[config.mk]
export PLATFORM = sky130hd
export DESIGN_NAME = note_phase_inc_gen
export DESIGN_NICKNAME = d
export VERILOG_FILES = /design/src/rtl/note_phase_inc_gen.sv
export SDC_FILE = /design/constraint.sdc
export NUM_CORES = 1
export LEC_CHECK = 0
export ABC_CLOCK_PERIOD_IN_PS = 21600
export BUFFER_PORTS_ARGS = -buffer_cell sky130_fd_sc_hd__buf_4
export CAP_MARGIN = 20
export CORE_UTILIZATION = 52
export CTS_CLUSTER_DIAMETER = 50
export CTS_CLUSTER_SIZE = 40
export DETAILED_ROUTE_END_ITERATION = 10
export PLACE_DENSITY = 0.7
export SKIP_LAST_GASP = 1
export SYNTH_ARGS = -nofsm -noshare
export SYNTH_HDL_FRONTEND = slang
export SYNTH_SLANG_ARGS = --single-unit
[constraint.sdc]
create_clock -name clk -period 21.6 [get_ports clk]
set_clock_uncertainty 0.15 [all_clocks]
set_input_delay 1.08 -clock clk [delete_from_list [all_inputs] [get_ports clk]]
set_output_delay 1.08 -clock clk [all_outputs]
set_load 0.05 [all_outputs]
[src/rtl/note_phase_inc_gen.sv]
// rtl/note_phase_inc_gen.sv - note + bend to oscillator phase increment, time-shared
// Semitone base table with octave shifting, linear bend interpolation, clamp and saturation.
module note_phase_inc_gen #(
   parameter int NOTE_W    = 8,
   parameter int FRAC_W    = 7,
   parameter int BEND_W    = 14,
   parameter int VOICE_W   = 5,
   parameter int OUT_W     = 24,
   parameter int SHIFT_REF = 10
) (
   input  logic                     clk,
   input  logic                     reset_n,
   input  logic                     req_valid,
   output logic                     req_ready,
   input  logic [VOICE_W-1:0]       req_voice,
   input  logic [NOTE_W-1:0]        req_note,
   input  logic signed [BEND_W-1:0] req_bend,
   output logic                     out_valid,
   input  logic                     out_ready,
   output logic [VOICE_W-1:0]       out_voice,
   output logic [OUT_W-1:0]         out_inc,
   output logic                     out_clamp,
   output logic                     out_sat
);

   localparam int P_W    = NOTE_W + FRAC_W + 2;
   localparam int EXT_W  = 13 + FRAC_W + 1;
   localparam int K_MAX  = ((2**NOTE_W) - 1) / 12;
   localparam int K_W    = (K_MAX < 1) ? 1 : $clog2(K_MAX + 1);
   localparam int SH_RAW = EXT_W + K_MAX;
   localparam int SH_W   = (SH_RAW > OUT_W) ? SH_RAW : OUT_W + 1;
   localparam logic [P_W-1:0] P_MAX = P_W'((2**NOTE_W - 1) * (2**FRAC_W));

   typedef enum logic [2:0] {IDLE, CLAMP, DIVIDE, INTERP, SHIFT, DONE} state_t;

   state_t                     state;
   logic [VOICE_W-1:0]         voice_q;
   logic [NOTE_W-1:0]          note_q;
   logic signed [BEND_W-1:0]   bend_q;
   logic [NOTE_W-1:0]          semi_q;
   logic [FRAC_W-1:0]          frac_q;
   logic [K_W-1:0]             k_q;
   logic [3:0]                 step_q;
   logic [EXT_W-1:0]           ext_q;
   logic                       clamp_q;

   function automatic logic [12:0] base_lut(input logic [3:0] idx);
      case (idx)
         4'd0:    base_lut = 13'd2608;
         4'd1:    base_lut = 13'd2763;
         4'd2:    base_lut = 13'd2927;
         4'd3:    base_lut = 13'd3101;
         4'd4:    base_lut = 13'd3286;
         4'd5:    base_lut = 13'd3481;
         4'd6:    base_lut = 13'd3688;
         4'd7:    base_lut = 13'd3908;
         4'd8:    base_lut = 13'd4140;
         4'd9:    base_lut = 13'd4386;
         4'd10:   base_lut = 13'd4647;
         4'd11:   base_lut = 13'd4923;
         4'd12:   base_lut = 13'd5216;
         default: base_lut = 13'd0;
      endcase
   endfunction

   logic signed [P_W-1:0] p_raw;
   logic [P_W-1:0]        p_c;
   logic                  clamp_c;
   logic [NOTE_W-1:0]     semi_c;
   logic [FRAC_W-1:0]     frac_c;

   // Effective pitch in fractional semitones, held inside [0, top note].
   always_comb begin
      p_raw   = $signed(P_W'({note_q, {FRAC_W{1'b0}}})) + P_W'(bend_q);
      p_c     = p_raw;
      clamp_c = 1'b0;
      if (p_raw[P_W-1]) begin
         p_c     = '0;
         clamp_c = 1'b1;
      end else if (p_c > P_MAX) begin
         p_c     = P_MAX;
         clamp_c = 1'b1;
      end
      semi_c = NOTE_W'(p_c >> FRAC_W);
      frac_c = p_c[FRAC_W-1:0];
   end

   logic [12:0]      b_lo;
   logic [12:0]      b_hi;
   logic [EXT_W-1:0] ext_c;
   logic [SH_W-1:0]  r_c;
   logic             sat_c;

   always_comb begin
      b_lo  = base_lut(step_q);
      b_hi  = base_lut(step_q + 4'd1);
      ext_c = {1'b0, b_lo, {FRAC_W{1'b0}}} + EXT_W'(b_hi - b_lo) * EXT_W'(frac_q);
      r_c   = (SH_W'(ext_q) << k_q) >> (SHIFT_REF + FRAC_W);
      sat_c = |r_c[SH_W-1:OUT_W];
   end

   always_ff @(posedge clk or negedge reset_n) begin
      if (!reset_n) begin
         state     <= IDLE;
         req_ready <= 1'b1;
         out_valid <= 1'b0;
         out_voice <= '0;
         out_inc   <= '0;
         out_clamp <= 1'b0;
         out_sat   <= 1'b0;
         voice_q   <= '0;
         note_q    <= '0;
         bend_q    <= '0;
         semi_q    <= '0;
         frac_q    <= '0;
         k_q       <= '0;
         step_q    <= '0;
         ext_q     <= '0;
         clamp_q   <= 1'b0;
      end else begin
         case (state)
            IDLE: begin
               if (req_valid) begin
                  voice_q   <= req_voice;
                  note_q    <= req_note;
                  bend_q    <= req_bend;
                  req_ready <= 1'b0;
                  state     <= CLAMP;
               end
            end
            CLAMP: begin
               semi_q  <= semi_c;
               frac_q  <= frac_c;
               clamp_q <= clamp_c;
               k_q     <= '0;
               state   <= DIVIDE;
            end
            // Repeated subtraction: one octave per cycle.
            DIVIDE: begin
               if (semi_q >= NOTE_W'(12)) begin
                  semi_q <= semi_q - NOTE_W'(12);
                  k_q    <= k_q + K_W'(1);
               end else begin
                  step_q <= semi_q[3:0];
                  state  <= INTERP;
               end
            end
            INTERP: begin
               ext_q <= ext_c;
               state <= SHIFT;
            end
            SHIFT: begin
               out_inc   <= sat_c ? {OUT_W{1'b1}} : r_c[OUT_W-1:0];
               out_sat   <= sat_c;
               out_voice <= voice_q;
               out_clamp <= clamp_q;
               out_valid <= 1'b1;
               state     <= DONE;
            end
            DONE: begin
               if (out_ready) begin
                  out_valid <= 1'b0;
                  req_ready <= 1'b1;
                  state     <= IDLE;
               end
            end
            default: state <= IDLE;
         endcase
      end
   end

endmodule
==> impl.org <==
** Worst setup path
- Type of element capturing the critical path :: flip-flop
- Measured in cells, the most critical reg-to-reg path has a length of 26.
- Slowest-stage cell, CP :: nor3b_1
- Destination of the worst register-to-register timing path :: ext_q[20]$_DFFE_PN0N_
- Startpoint type of the worst setup path :: flip-flop
- CP peak stage delay :: 0.90 ns
- The critical path is of the flip-flop to flip-flop type.
- Data on the critical path is required at its endpoint by 21.66 ns.
- In this run the critical register-to-register path is launched from step_q[2]$_DFFE_PN0P_.
- Reg2Reg Setup Slack :: 13.02 ns
- Critical Path Fanout Max :: 19
- At the worst endpoint, the arrival time is 8.64 ns.

** Timing
- Slew Limit Headroom :: approximately 28%
- Unrepaired setup endpoints after global routing :: false
- Post-route fraction of the period consumed by the critical path :: 39.7%
- Based on the critical path, the design can be clocked at up to 117 MHz.
- Setup violations remaining at the end of the flow were counted as 0.
- The worst path meets setup with around 13 ns of slack.
- The number of max-slew violations in the final report was 0.
- Summed negative setup slack over all endpoints :: 0 ns
- Transition time at the pin with the least slew margin :: about 1.1 ns
- Hold Fails Final Rpt :: 0
- Final critical path time including I/O delays and setup :: 8.58 ns

** Placed design
- Buffers placed on the I/O ports in this run total between 60 and 70.
- The congestion estimate from routability-driven global placement came to 0.917.
- Cells after DPL :: 1,516
- Placement-stage worst setup slack :: 12.91 ns
- Placed wire-length estimate :: 18,900 um

** Detailed routing
- For this block, the initial DRC count from the detailed router was 499.
- The first detailed-routing pass ran for 5 iterations.
- Dividing the detail-routed via count by the number of cells gives 5.57.
- The final layout contains routed wiring with a total length of 24,200 um.
- After detailed routing, the average wire length per cell comes to 15.8 um.
- DRT antenna net count :: 0
- In the routed design, unresolved DRC markers number 0.
- The detailed router placed approximately 8.5k vias in this run.

** Yosys
- Cell area after technology mapping :: around 11,000 um2
- Summing the areas of all compound-gate instances in the mapped netlist gives between 10% and 20% of the synthesized area.
- Sequential elements use 24.7% of the synthesized area.
- Post-synth EDFFs :: 0
- Share of cell area taken by muxes after synthesis :: 7.93%
- Counting flops with an async set or reset pin after synthesis yields a share of between 90% and 100%.
- The number of nets handed over by synthesis was between 1k and 1.5k.
- Most used DFF post-synth :: dfrtp_1
- Each instance of the synthesized netlist takes up on average 8.98 um2.
- After Yosys synthesis, full adders, half adders and majority gates account for 25.3% of the synthesized area.
- Flip-flop and latch count after synthesis :: 109
- Cell count after synthesis :: 1,232
- Yosys synthesis warning count :: 0
- Post-synthesis share of cell area spent on and, or, nand and nor gates :: between 10% and 20%
- Combinational family with the most area after synthesis :: adder cells
- Synth unique cells :: 72
- Of the total synthesized cell area, the portion taken by XOR and XNOR cells is 2.77%.

** Floorplanning
- Die W :: 148 um
- The die covers approximately 22,000 um2.
- Core ar. :: 20,600 um2
- In this run the count of I/O pins placed on the die edge is 64.
- Initial cell density of the core :: 53.8%
- Overall die height :: 148 um
- Standard-cell rows :: 52

** Status
- The flow ran to the end, and the final reports show no timing, DRC or antenna violations.

** Clock tree
- CTS sink cnt :: 109
- The number of gates resized after CTS was 0.
- In this run the number of H-tree levels came out at 3.
- Count of buffers added by post-CTS timing repair for setup :: 0
- The clock passes through at most 2 buffers.
- Clock transition at the registers of the reported paths :: 0.07 ns
- Later-pin clock latency in the skew report :: 0.35 ns
- For this design, the CTS-stage hold fixing added 0 buffers.
- TritonCTS built the clock tree.
- Cell at the root of the clock tree :: clkbuf_16
- Number of CTS-inserted buffers :: 9

** Cells and area
- 0 antenna diodes ended up in the layout.
- The library cell used most frequently in the layout, excluding fill and tap cells, is nand2_1.
- Layout Area Growth over Synthesis :: 8.20%
- Once layout is complete, the utilization of the core stands at between 50% and 60%.
- Post-layout instance count excluding filler cells :: roughly 1.5k
- Leaving out fill and tap cells, the most frequent cells in the layout are nand2_1 (162), inv_1 (155), dfrtp_1 (108), o21ai_0 (92), fa_1 (90).
- Proportion of layout cells with a drive suffix above 1 :: 12.1%
- Layout Nets :: 1,459
- Fill cell total of the finished layout :: 1,875

** Min path
- Counting instances, the worst hold path has a depth of 2.
- In this run the most critical hold path is launched from out_inc[22]$_DFFE_PN0P_.
- The worst hold path terminates at out_inc[22]$_DFFE_PN0P_.
- The min-delay analysis places its worst path in the category flip-flop to flip-flop.

** GRT
- Global routing used 23.3% of the available tracks.
- Number of global-route vias before repair :: 8,525
- Largest net degree at the start of global routing :: between 60 and 70
- Wire length of the first global-routing pass :: ~41,000 um
- Antenna violations before repair :: 0
- For this run the aggregate overflow at the end of global routing stands at 0.

** Flow run
- # Max-Cap Violations :: 0
[critical path: cells and delay by family, from the launching register on]
family	cells	cell delay, ns
AO/OA/AOI/OAI	11	2.48
XOR/XNOR	1	0.14
adder cells (fa/ha/maj)	7	3.21
buffers and inverters	3	0.27
flip-flops	1	0.56
AND/OR/NAND/NOR	4	1.61
[area by class of cell]
cell class	instances	area, um2	share of cell area [%]
repair buffers	71	531	4.43
clock buffers	10	239	2.00
inverters	157	589	4.92
flip-flops and latches	109	2730	22.8
clock inverters	4	26.3	0.219
multi-input cells	910	7520	62.8
well taps	270	338	2.82
[per-layer routing]
layer / global-route usage (%) / vias up / part of all wire, %
met1: 31.5 / 4181 / 46
met5: 0 / - / 0
met3: 2.72 / 30 / 2.6
met2: 40.4 / 134 / 50
met4: 4.54 / 0 / 1.2
li1: - / 4181 / -
[how the worst max path moves through the flow]
stage | startpoint | to | slack, ns | cells after the start
6_report | step_q[2]$_DFFE_PN0P_ | ext_q[20]$_DFFE_PN0N_ | 13.02 | 26
5_1_grt | step_q[2]$_DFFE_PN0P_ | ext_q[19]$_DFFE_PN0N_ | 12.41 | 27
4_1_cts | step_q[0]$_DFFE_PN0P_ | ext_q[20]$_DFFE_PN0N_ | 12.90 | 24
3_5_place_dp | step_q[0]$_DFFE_PN0P_ | ext_q[20]$_DFFE_PN0N_ | 12.91 | 24
3_3_place_gp | step_q[0]$_DFFE_PN0P_ | ext_q[20]$_DFFE_PN0N_ | 13.13 | 24
2_1_floorplan | step_q[0]$_DFFE_PN0P_ | ext_q[20]$_DFFE_PN0N_ | 13.74 | 26
[per-stage QoR]
| step | hold WS [ns] | instance area, um2 |
|---|---|---|
| final | 0.318 | 12000 |
| after global routing | 0.344 | 12000 |
| after global placement | 0.295 | 11700 |
| after detailed placement | 0.302 | 11700 |
| after CTS | 0.323 | 12000 |
| after floorplan | 0.283 | 11100 |
[Yosys cell counts, types with 12 or more instances]
cell | n | area (um2)
fa_1 | 90 | 1800
ha_1 | 80 | 1000
nand2b_1 | 12 | 75.1
inv_1 | 155 | 582
nand2_1 | 162 | 608
and2_1 | 60 | 375
a21oi_1 | 43 | 215
mux2_2 | 33 | 372
clkbuf_1 | 44 | 165
nor2b_1 | 15 | 93.8
mux4_2 | 14 | 315
xor2_1 | 12 | 105
dfrtp_1 | 108 | 2700
xnor2_1 | 23 | 201
nor2_1 | 61 | 229
nand3_1 | 12 | 60.1
mux2i_1 | 19 | 190
o21ai_0 | 92 | 460
a21o_1 | 13 | 97.6
nor3_1 | 12 | 60.1
o21a_1 | 14 | 105
[registers in the layout (all words and copies together), names as in the netlist, 3 cells and up]
register,count
k_q,5
out_inc,24
state,3
step_q,4
ext_q,21
note_q,8
semi_q,8
voice_q,5
bend_q,14
out_voice,5
frac_q,7
[cell families (layout without fill, tap and decap cells)]
| logic type | Yosys count | in the layout |
|---|---|---|
| AND/OR/NAND/NOR | 372 | 372 |
| AO/OA/AOI/OAI | 267 | 267 |
| buffers and inverters | 213 | 242 |
| adder cells (fa/ha/maj) | 170 | 170 |
| flip-flops | 109 | 109 |
| multiplexers | 66 | 66 |
| XOR/XNOR | 35 | 35 |
Power is left out: the tool's default activity adds up to more than one toggle a clock period on the data nets, which glitch-free logic cannot reach.
